**config.mk**
```make
export PLATFORM = sky130hd
export DESIGN_NAME = ysyx_22040759_axi_burst_wr_flat
export DESIGN_NICKNAME = d
export VERILOG_FILES = /design/src/rtl/ysyx_22040759_axi_burst_wr_if.sv /design/src/rtl/ysyx_22040759_axi_burst_wr.sv /design/src/flat_wrapper.sv
export SDC_FILE = /design/constraint.sdc
export NUM_CORES = 1
export LEC_CHECK = 0
export CAP_MARGIN = 10
export CORE_AREA = 5 5 129 131
export CTS_CLUSTER_SIZE = 25
export DETAILED_ROUTE_END_ITERATION = 12
export DIE_AREA = 0 0 134 136
export GPL_ROUTABILITY_DRIVEN = 1
export HOLD_SLACK_MARGIN = 0.1
export PLACE_DENSITY = 0.86
export SYNTH_ARGS = -nofsm -noshare
export SYNTH_HDL_FRONTEND = slang
export SYNTH_SLANG_ARGS = --single-unit
```
**constraint.sdc**
```tcl
create_clock -name clk -period 3.25 [get_ports clk]
set_input_delay 0.975 -clock clk [delete_from_list [all_inputs] [get_ports clk]]
set_output_delay 0.975 -clock clk [all_outputs]
set_load 0.05 [all_outputs]
```
**src/rtl/ysyx_22040759_axi_burst_wr_if.sv**
```systemverilog
// AXI4 write-channel bundle (AW, W, B) between the burst write master and the crossbar.
// The master modport drives AW/W and B ready; the slave modport is the crossbar side.
interface ysyx_22040759_axi_burst_wr_if #(
   parameter int ADDR_W = 64,
   parameter int DATA_W = 64,
   parameter int ID_W   = 4,
   parameter int USER_W = 1
);
   logic                  aw_ready;
   logic                  aw_valid;
   logic [ADDR_W-1:0]     aw_addr;
   logic [2:0]            aw_prot;
   logic [ID_W-1:0]       aw_id;
   logic [USER_W-1:0]     aw_user;
   logic [7:0]            aw_len;
   logic [2:0]            aw_size;
   logic [1:0]            aw_burst;
   logic                  aw_lock;
   logic [3:0]            aw_cache;
   logic [3:0]            aw_qos;

   logic                  w_ready;
   logic                  w_valid;
   logic [DATA_W-1:0]     w_data;
   logic [DATA_W/8-1:0]   w_strb;
   logic                  w_last;

   logic                  b_ready;
   logic                  b_valid;
   logic [1:0]            b_resp;
   logic [ID_W-1:0]       b_id;
   logic [USER_W-1:0]     b_user;

   modport master (
      input  aw_ready,
      output aw_valid, aw_addr, aw_prot, aw_id, aw_user, aw_len, aw_size,
             aw_burst, aw_lock, aw_cache, aw_qos,
      input  w_ready,
      output w_valid, w_data, w_strb, w_last,
      output b_ready,
      input  b_valid, b_resp, b_id, b_user
   );

   modport slave (
      output aw_ready,
      input  aw_valid, aw_addr, aw_prot, aw_id, aw_user, aw_len, aw_size,
             aw_burst, aw_lock, aw_cache, aw_qos,
      output w_ready,
      input  w_valid, w_data, w_strb, w_last,
      input  b_ready,
      output b_valid, b_resp, b_id, b_user
   );
endinterface

```
**src/rtl/ysyx_22040759_axi_burst_wr.sv**
```systemverilog
// AXI4 INCR burst write master: one request, streamed beats placed on byte lanes, B reported.
// Define YSYX_22040759_AXI_AW_W_OVERLAP_EN to let AW and W handshake in any order.
module ysyx_22040759_axi_burst_wr #(
   parameter int AXI_DATA_WIDTH = 64,
   parameter int AXI_ADDR_WIDTH = 64,
   parameter int AXI_ID_WIDTH   = 4,
   parameter int AXI_USER_WIDTH = 1,
   parameter int MAX_LEN        = 8
) (
   input  logic                      clk,
   input  logic                      rst,
   input  logic                      req_valid_i,
   output logic                      req_ready_o,
   input  logic [AXI_ADDR_WIDTH-1:0] req_addr_i,
   input  logic [2:0]                req_size_i,
   input  logic [MAX_LEN-1:0]        req_len_i,
   input  logic                      wd_valid_i,
   output logic                      wd_ready_o,
   input  logic [AXI_DATA_WIDTH-1:0] wd_data_i,
   output logic                      done_o,
   output logic [1:0]                resp_o,
   output logic                      err_o,
   output logic [1:0]                dbg_state_o,
   output logic [MAX_LEN-1:0]        dbg_beat_cnt_o,
   ysyx_22040759_axi_burst_wr_if.master axi
);
   localparam int STRB_W = AXI_DATA_WIDTH / 8;
   localparam int OFF_W  = $clog2(STRB_W);
   localparam logic [2:0] MAX_SIZE = 3'(OFF_W);

   typedef enum logic [1:0] {IDLE, ADDR, DATA, RESP} state_e;

   // Handshakes: a transfer happens on a rising edge where valid and ready are both high;
   // every valid stays asserted, with its payload stable, until that edge.
   state_e                    state_q;
   logic [AXI_ADDR_WIDTH-1:0] addr_q;
   logic [2:0]                size_q;
   logic [MAX_LEN-1:0]        len_q;
   logic [MAX_LEN-1:0]        beat_cnt_q;
   logic [OFF_W-1:0]          off_q;
   logic                      req_ready_q;
   logic                      aw_valid_q;
   logic                      b_ready_q;
   logic                      done_q;
   logic                      err_q;
   logic [1:0]                resp_q;
`ifdef YSYX_22040759_AXI_AW_W_OVERLAP_EN
   logic                      aw_done_q;
   logic                      w_done_q;
`endif

   logic [2:0]                size_c;
   logic [AXI_ADDR_WIDTH-1:0] addr_c;
   logic [OFF_W:0]            step_c;
   logic [STRB_W-1:0]         strb_base_c;
   logic                      w_active_c;
   logic                      w_fire_c;
   logic                      aw_fire_c;
   logic                      last_c;
   logic                      unused_b;

   assign size_c = (req_size_i > MAX_SIZE) ? MAX_SIZE : req_size_i;
   assign addr_c = req_addr_i & ~((AXI_ADDR_WIDTH'(1) << size_c) - AXI_ADDR_WIDTH'(1));
   // Only the lane offset of the running beat address matters; it wraps modulo the bus width.
   assign step_c = (OFF_W+1)'(1) << size_q;

   always_comb begin
      strb_base_c = '0;
      for (int i = 0; i < STRB_W; i++) strb_base_c[i] = (i < (1 << size_q));
   end

`ifdef YSYX_22040759_AXI_AW_W_OVERLAP_EN
   assign w_active_c = (state_q == DATA) && !w_done_q;
`else
   assign w_active_c = (state_q == DATA);
`endif
   assign w_fire_c  = w_active_c && wd_valid_i && axi.w_ready;
   assign aw_fire_c = aw_valid_q && axi.aw_ready;
   assign last_c    = (beat_cnt_q == len_q);

   always_ff @(posedge clk) begin
      if (rst) begin
         state_q     <= IDLE;
         addr_q      <= '0;
         size_q      <= '0;
         len_q       <= '0;
         beat_cnt_q  <= '0;
         off_q       <= '0;
         req_ready_q <= 1'b1;
         aw_valid_q  <= 1'b0;
         b_ready_q   <= 1'b0;
         done_q      <= 1'b0;
         err_q       <= 1'b0;
         resp_q      <= 2'b00;
`ifdef YSYX_22040759_AXI_AW_W_OVERLAP_EN
         aw_done_q   <= 1'b0;
         w_done_q    <= 1'b0;
`endif
      end else begin
         done_q <= 1'b0;
         err_q  <= 1'b0;
         resp_q <= 2'b00;
         case (state_q)
            IDLE: begin
               if (req_valid_i && req_ready_q) begin
                  addr_q      <= addr_c;
                  size_q      <= size_c;
                  len_q       <= req_len_i;
                  beat_cnt_q  <= '0;
                  off_q       <= addr_c[OFF_W-1:0];
                  req_ready_q <= 1'b0;
                  aw_valid_q  <= 1'b1;
`ifdef YSYX_22040759_AXI_AW_W_OVERLAP_EN
                  aw_done_q   <= 1'b0;
                  w_done_q    <= 1'b0;
                  state_q     <= DATA;
`else
                  state_q     <= ADDR;
`endif
               end
            end
            ADDR: begin
               if (aw_fire_c) begin
                  aw_valid_q <= 1'b0;
                  state_q    <= DATA;
               end
            end
            DATA: begin
               if (w_fire_c) begin
                  beat_cnt_q <= beat_cnt_q + 1'b1;
                  off_q      <= off_q + step_c[OFF_W-1:0];
               end
`ifdef YSYX_22040759_AXI_AW_W_OVERLAP_EN
               if (aw_fire_c) begin
                  aw_valid_q <= 1'b0;
                  aw_done_q  <= 1'b1;
               end
               if (w_fire_c && last_c) w_done_q <= 1'b1;
               if ((aw_done_q || aw_fire_c) && (w_done_q || (w_fire_c && last_c))) begin
                  b_ready_q <= 1'b1;
                  state_q   <= RESP;
               end
`else
               if (w_fire_c && last_c) begin
                  b_ready_q <= 1'b1;
                  state_q   <= RESP;
               end
`endif
            end
            RESP: begin
               if (axi.b_valid) begin
                  b_ready_q   <= 1'b0;
                  req_ready_q <= 1'b1;
                  done_q      <= 1'b1;
                  resp_q      <= axi.b_resp;
                  err_q       <= (axi.b_resp != 2'b00);
                  state_q     <= IDLE;
               end
            end
            default: state_q <= IDLE;
         endcase
      end
   end

   assign req_ready_o    = req_ready_q;
   assign wd_ready_o     = w_active_c && axi.w_ready;
   assign done_o         = done_q;
   assign resp_o         = resp_q;
   assign err_o          = err_q;
   assign dbg_state_o    = state_q;
   assign dbg_beat_cnt_o = beat_cnt_q;

   // AxPROT 000 = unprivileged/secure/data; AxCACHE 0010 = normal non-cacheable non-bufferable.
   assign axi.aw_valid = aw_valid_q;
   assign axi.aw_addr  = addr_q;
   assign axi.aw_prot  = 3'b000;
   assign axi.aw_id    = '0;
   assign axi.aw_user  = '0;
   assign axi.aw_len   = 8'(len_q);
   assign axi.aw_size  = size_q;
   assign axi.aw_burst = 2'b01;
   assign axi.aw_lock  = 1'b0;
   assign axi.aw_cache = 4'b0010;
   assign axi.aw_qos   = 4'b0000;

   assign axi.w_valid  = w_active_c && wd_valid_i;
   assign axi.w_data   = wd_data_i << {off_q, 3'b000};
   assign axi.w_strb   = strb_base_c << off_q;
   assign axi.w_last   = last_c;

   assign axi.b_ready  = b_ready_q;
   assign unused_b     = ^{axi.b_id, axi.b_user};
endmodule

```
**src/flat_wrapper.sv**
```systemverilog
// flat-port wrapper written by rule: the top's interface ports become plain ports
module ysyx_22040759_axi_burst_wr_flat 
#(
   parameter int AXI_DATA_WIDTH = 64,
   parameter int AXI_ADDR_WIDTH = 64,
   parameter int AXI_ID_WIDTH   = 4,
   parameter int AXI_USER_WIDTH = 1,
   parameter int MAX_LEN        = 8
)
  (clk, rst, req_valid_i, req_ready_o, req_addr_i, req_size_i, req_len_i, wd_valid_i, wd_ready_o, wd_data_i, done_o, resp_o, err_o, dbg_state_o, dbg_beat_cnt_o, axi_aw_ready, axi_aw_valid, axi_aw_addr, axi_aw_prot, axi_aw_id, axi_aw_user, axi_aw_len, axi_aw_size, axi_aw_burst, axi_aw_lock, axi_aw_cache, axi_aw_qos, axi_w_ready, axi_w_valid, axi_w_data, axi_w_strb, axi_w_last, axi_b_ready, axi_b_valid, axi_b_resp, axi_b_id, axi_b_user);
  ysyx_22040759_axi_burst_wr_if #(.ADDR_W((64)), .DATA_W((64)), .ID_W(4), .USER_W(1)) axi_i ();
  input  logic clk;
  input  logic rst;
  input  logic req_valid_i;
  output logic req_ready_o;
  input  logic [AXI_ADDR_WIDTH-1:0] req_addr_i;
  input  logic [2:0] req_size_i;
  input  logic [MAX_LEN-1:0] req_len_i;
  input  logic wd_valid_i;
  output logic wd_ready_o;
  input  logic [AXI_DATA_WIDTH-1:0] wd_data_i;
  output logic done_o;
  output logic [1:0] resp_o;
  output logic err_o;
  output logic [1:0] dbg_state_o;
  output logic [MAX_LEN-1:0] dbg_beat_cnt_o;
  input wire logic [$bits(axi_i.aw_ready)-1:0] axi_aw_ready;
  output wire logic [$bits(axi_i.aw_valid)-1:0] axi_aw_valid;
  output wire logic [$bits(axi_i.aw_addr)-1:0] axi_aw_addr;
  output wire logic [$bits(axi_i.aw_prot)-1:0] axi_aw_prot;
  output wire logic [$bits(axi_i.aw_id)-1:0] axi_aw_id;
  output wire logic [$bits(axi_i.aw_user)-1:0] axi_aw_user;
  output wire logic [$bits(axi_i.aw_len)-1:0] axi_aw_len;
  output wire logic [$bits(axi_i.aw_size)-1:0] axi_aw_size;
  output wire logic [$bits(axi_i.aw_burst)-1:0] axi_aw_burst;
  output wire logic [$bits(axi_i.aw_lock)-1:0] axi_aw_lock;
  output wire logic [$bits(axi_i.aw_cache)-1:0] axi_aw_cache;
  output wire logic [$bits(axi_i.aw_qos)-1:0] axi_aw_qos;
  input wire logic [$bits(axi_i.w_ready)-1:0] axi_w_ready;
  output wire logic [$bits(axi_i.w_valid)-1:0] axi_w_valid;
  output wire logic [$bits(axi_i.w_data)-1:0] axi_w_data;
  output wire logic [$bits(axi_i.w_strb)-1:0] axi_w_strb;
  output wire logic [$bits(axi_i.w_last)-1:0] axi_w_last;
  output wire logic [$bits(axi_i.b_ready)-1:0] axi_b_ready;
  input wire logic [$bits(axi_i.b_valid)-1:0] axi_b_valid;
  input wire logic [$bits(axi_i.b_resp)-1:0] axi_b_resp;
  input wire logic [$bits(axi_i.b_id)-1:0] axi_b_id;
  input wire logic [$bits(axi_i.b_user)-1:0] axi_b_user;
  assign axi_i.aw_ready = axi_aw_ready;
  assign axi_aw_valid = axi_i.aw_valid;
  assign axi_aw_addr = axi_i.aw_addr;
  assign axi_aw_prot = axi_i.aw_prot;
  assign axi_aw_id = axi_i.aw_id;
  assign axi_aw_user = axi_i.aw_user;
  assign axi_aw_len = axi_i.aw_len;
  assign axi_aw_size = axi_i.aw_size;
  assign axi_aw_burst = axi_i.aw_burst;
  assign axi_aw_lock = axi_i.aw_lock;
  assign axi_aw_cache = axi_i.aw_cache;
  assign axi_aw_qos = axi_i.aw_qos;
  assign axi_i.w_ready = axi_w_ready;
  assign axi_w_valid = axi_i.w_valid;
  assign axi_w_data = axi_i.w_data;
  assign axi_w_strb = axi_i.w_strb;
  assign axi_w_last = axi_i.w_last;
  assign axi_b_ready = axi_i.b_ready;
  assign axi_i.b_valid = axi_b_valid;
  assign axi_i.b_resp = axi_b_resp;
  assign axi_i.b_id = axi_b_id;
  assign axi_i.b_user = axi_b_user;
  ysyx_22040759_axi_burst_wr #(.AXI_DATA_WIDTH(AXI_DATA_WIDTH), .AXI_ADDR_WIDTH(AXI_ADDR_WIDTH), .AXI_ID_WIDTH(AXI_ID_WIDTH), .AXI_USER_WIDTH(AXI_USER_WIDTH), .MAX_LEN(MAX_LEN)) u_core (.clk(clk), .rst(rst), .req_valid_i(req_valid_i), .req_ready_o(req_ready_o), .req_addr_i(req_addr_i), .req_size_i(req_size_i), .req_len_i(req_len_i), .wd_valid_i(wd_valid_i), .wd_ready_o(wd_ready_o), .wd_data_i(wd_data_i), .done_o(done_o), .resp_o(resp_o), .err_o(err_o), .dbg_state_o(dbg_state_o), .dbg_beat_cnt_o(dbg_beat_cnt_o), .axi(axi_i));
endmodule
```
Yosys cells after proc, flatten, opt, wreduce, memory -nomap -nowiden

Index checks and enable logic that the tools add are counted.
Widths: inputs -> output; s select.

Add/sub/neg operators: 3
Muxes and demuxes: 22
Bitwise operators: 4
Shift operators: 5
Eq/ne operators: 9
Reductions and logical operators: 20
Order comparisons: 9

Operator list:

| kind                  | count |
|---|---|
| $lt 4x32->1 const A   | 4 |
| $and 64x64->64        | 1 |
| $lt 3x32->1 const A   | 2 |
| $not 64->64           | 1 |
| $shl 1x3->64 const A  | 1 |
| $shl 64x6->64         | 1 |
| $sub 64x1->64 const B | 1 |
| $lt 1x32->1 const A   | 1 |
| $lt 2x32->1 const A   | 1 |
| $shl 1x3->32 const A  | 1 |
| $mux 8                | 2 |
| $pmux 8 s2            | 1 |
| $reduce_and 3->1      | 4 |
| $reduce_bool 2->1     | 5 |
| $mux 3                | 3 |
| $add 8x1->8 const B   | 1 |
| $eq 8x8->1            | 1 |
| $mux 2                | 4 |
| $pmux 2 s4            | 1 |
| $shl 8x3->8           | 1 |
| $mux 1                | 7 |
| $logic_and 1x1->1     | 6 |
| $ne 2x2->1 const B    | 3 |
| $pmux 1 s2            | 3 |
| other kinds (13)      | 16 |

Register bits: 95
Output and inout port bits: 186

Longest topological paths before layout

Depth in word-level cells: 8
Gate-level depth with buffers: 9

Worst setup path after synthesis

OpenSTA, ideal clock, no wires.

Path type: input to output
Start: in wd_data_i[24]
End: out axi_w_data[24]
Stages: 3
Arrival time: 2.355 ns
Setup slack: -0.080 ns
Path through: nor2b_1 -> a211oi_1 -> a211oi_1

Cells in the longest elaborated chain, start to end: 1

Ends and longest elaborated chain:

| what          | RTL line                          | text |
|---|---|---|
| from (decl)   | flat_wrapper.sv:21                | `input logic [AXI_DATA_WIDTH-1:0] wd_data_i;` |
| $shl 64x6->64 | ysyx_22040759_axi_burst_wr.sv:187 | `assign axi.w_data = wd_data_i << {off_q, 3'b000};` |
| to (decl)     | flat_wrapper.sv:41                | `output wire logic [$bits(axi_i.w_data)-1:0] axi_w_data;` |

Every way passes these cells.

Final worst setup path

Start: in wd_data_i[12]
End: out axi_w_data[60]

The elaborated chain is that of the path after synthesis.

==> impl_metrics.json <==
{
  "cts_inserted_buffers": 9,
  "synth_ff_type": "dfxtp_1",
  "synth_area_um2": 5930,
  "finalWorstSetupSlack_ns": -0.0289,
  "viasPerCell": 5.29,
  "arrival_ns": 2.30,
  "avgRoutedWirePerCell_um": 18.3,
  "fin_crit_ns": 3.28,
  "syn_inst": 776,
  "clkSinkCount": 95,
  "path_max_fanout": 4,
  "finalHoldViolCount": 0,
  "dp_slack_ns": -0.0985,
  "cts_buffer_depth": 2,
  "hold_path_class": "register to register",
  "ys_types": 51,
  "timing.max_cap.violations": 0,
  "p_leak_nw": 4.31,
  "end_kind": "primary output",
  "path_class": "primary input to primary output",
  "fp.dieW_um": 134,
  "globalRouteOverflowTotal": 0,
  "fp-row-count": 46,
  "num_vias": 6865,
  "clock_latency_ns": 0.35,
  "dieArea_um2": 18200,
  "core_area_um2": 15500,
  "powerDensity_nw_per_um2": 877,
  "drive_gt1_share_pct": 20.2,
  "path_cells": "clkdlybuf4s50_1, a211oi_2, nand3b_1, o21ai_0, buf_4",
  "critPathLaunchType": "primary input",
  "tritoncts": "built",
  "synth-edff-count": 0,
  "synthArstFlopShare_pct": 0,
  "yosys_warnings": 0,
  "drtIter0Drc": 330,
  "drc": 0,
  "avgSynthCellArea_um2": 7.65,
  "synth-seq-cells": 95,
  "portBuffers": 314,
  "grt_max_degree": 59,
  "drt-total-wl_um": 23800,
  "fin_skew_ns": 0.00822,
  "maxSlewHeadroom_pct": 51.8,
  "synthToLayoutAreaGrowth_pct": 80.6,
  "gp_congestion": 0.893,
  "nets": 1258,
  "path_clk_slew_ns": 0.07,
  "cp_data_required_time_ns": 2.27,
  "slowest_stage": "clkdlybuf4s50_1",
  "post-dp-hpwl_um": 18000,
  "finalMaxSlewViolations": 0,
  "start_util_pct": 38.3,
  "tightest_slew_ns": 0.720,
  "setup_violations": 2,
  "first_pass_iters": 5,
  "max_freq_mhz": 305,
  "failed_checks": "setup timing",
  "drtAntennaViolNets": 0,
  "rsz0062_at_grt": "yes",
  "slowest_delay_ns": 0.47,
  "grt_pass1_wl_um": 35400,
  "clockRootBuffer": "clkbuf_16",
  "antenna_found_initial": 2,
  "grt_pass1_vias": 6847,
  "htree_levels": 3,
  "grt_use_total_pct": 24.3,
  "nFillCells": 1072,
  "ctsHoldBuffers": 0,
  "power_mw": 9.40,
  "ir_drop_mv": 0.414,
  "io_pins": 339,
  "finalCritPeriodShare_pct": 101,
  "status": "complete, but fails checks",
  "seq_area_frac_synth_pct": 32.1,
  "fp.dieH_um": 136
}
[timing repair]
item,4_1_cts,5_1_grt
endpoints found under the setup margin,28,36
buffers inserted,0,1
pin swaps,2,8
hold endpoints to repair,0,0
gates resized for setup,28,67
[state kept, by name, indices dropped and copies added (netlist names)]
name,cells
u_core.axi.aw_addr,64
u_core.axi.aw_len,8
u_core.dbg_beat_cnt_o,8
u_core.axi.aw_size,3
u_core.off_q,3
u_core.dbg_state_o,2
u_core.resp_o,2
u_core.axi.aw_valid,1
u_core.axi.b_ready,1
u_core.done_o,1
u_core.err_o,1
u_core.req_ready_o,1
[final cells by class]
class                      instances  area [um^2]  area share (%)
clock buffer                       9          225            2.10
antenna                            4         10.0          0.0934
sequential                        95         1910            17.9
multi-input combinational        610         3820            35.7
timing repair buffer             372         4390            40.9
tap                              192          240            2.24
clock inverter                     7         88.8           0.829
inverter                           8         30.0           0.280
[cell families after synthesis]
family	Yosys count	synth area share, %
AO/OA/AOI/OAI	191	19.1
multiplexers	83	14.3
buffers and inverters	90	8.14
XOR/XNOR	17	2.51
AND/OR/NAND/NOR	289	21.8
flip-flops	95	32.1
other	2	0.127
adder cells (fa/ha/maj)	9	1.90
[layer usage]
metal | GRT usage [%] | wire [um] | vias up
met3 | 6.99 | 1940 | 54
met2 | 45.7 | 12300 | 300
met4 | 10.5 | 886 | 0
li1 | - | - | 3278
met1 | 25.0 | 8680 | 3233
met5 | 0 | 0 | -
[critical path, delay by kind of cell]
kind	cells	cell delay, ns
buf+inv	2	0.70
compound gates	2	0.45
simple gates	1	0.17
[per-stage QoR]
step                hold WS (ns)  setup TNS [ns]  std cells  utilization [%]  cell area [um^2]
CTS                        0.455          -0.226       1292             67.7             10500
floorplan                  0.671               0        795                -              6040
global placement           0.437          -0.318       1276             65.2             10100
detailed placement         0.445          -0.859       1276             65.2             10100
finish                     0.452         -0.0430       1297             69.2             10700
global route               0.476          -0.302       1295             69.2             10700
[final timing paths]
check	startpoint	endpoint	slack [ns]	depth (start not counted)
worst max-delay path	wd_data_i[12]	axi_w_data[60]	-0.03	5
worst min register to register	u_core.axi.aw_addr[15]	u_core.axi.aw_addr[15]	0.45	2
worst max register to register	u_core.dbg_state_o[0]	u_core.dbg_beat_cnt_o[7]	1.09	7
worst min-delay path	u_core.axi.aw_addr[15]	u_core.axi.aw_addr[15]	0.45	2
[power breakdown]
part	total, mW	internal (mW)	switching, mW
clock network	1.11	0.615	0.500
logic	6.74	2.82	3.92
registers	1.54	1.35	0.195
total	9.40	4.78	4.62
[synth_stat cells, types with 2 or more instances]
cell type	instances	area (um^2)
nand2_1	146	548
dfxtp_1	95	1900
a21oi_1	92	460
nor2_1	69	259
mux2i_1	67	671
o21ai_0	33	165
buf_4	29	218
clkbuf_1	24	90.1
buf_2	23	115
a211oi_1	18	135
o22ai_1	17	106
mux2_2	16	180
a22oi_1	15	113
nand3b_1	13	97.6
and2_1	12	75.1
nor2b_1	12	75.1
xnor2_1	10	87.6
ha_1	9	113
inv_1	8	30.0
nand2b_1	7	43.8
nand4_1	7	43.8
xor2_1	7	61.3
buf_1	5	18.8
a221oi_1	3	26.3
and3_1	3	18.8
nand3_1	3	15.0
or2_2	3	18.8
conb_1	2	7.51
nand4b_1	2	17.5
nor2_2	2	12.5
nor3_1	2	10.0
nor3b_1	2	15.0
or3_1	2	12.5
[cell usage in the layout (no fill, tap or decap), drive strengths merged, types with 10 or more instances in the layout]
| cell type | count |
|---|---|
| inv | 11 |
| a22oi | 15 |
| buf | 128 |
| o21ai | 34 |
| conb | 21 |
| and2 | 12 |
| o22ai | 17 |
| a211oi | 19 |
| dfxtp | 95 |
| dlymetal6s2s | 25 |
| clkdlybuf4s50 | 208 |
| nand3b | 13 |
| clkbuf | 11 |
| mux2i | 67 |
| nor2 | 71 |
| nand2 | 146 |
| xnor2 | 10 |
| nor2b | 12 |
| mux2 | 16 |
| a21oi | 93 |
(Power assumes the default switching activity.)
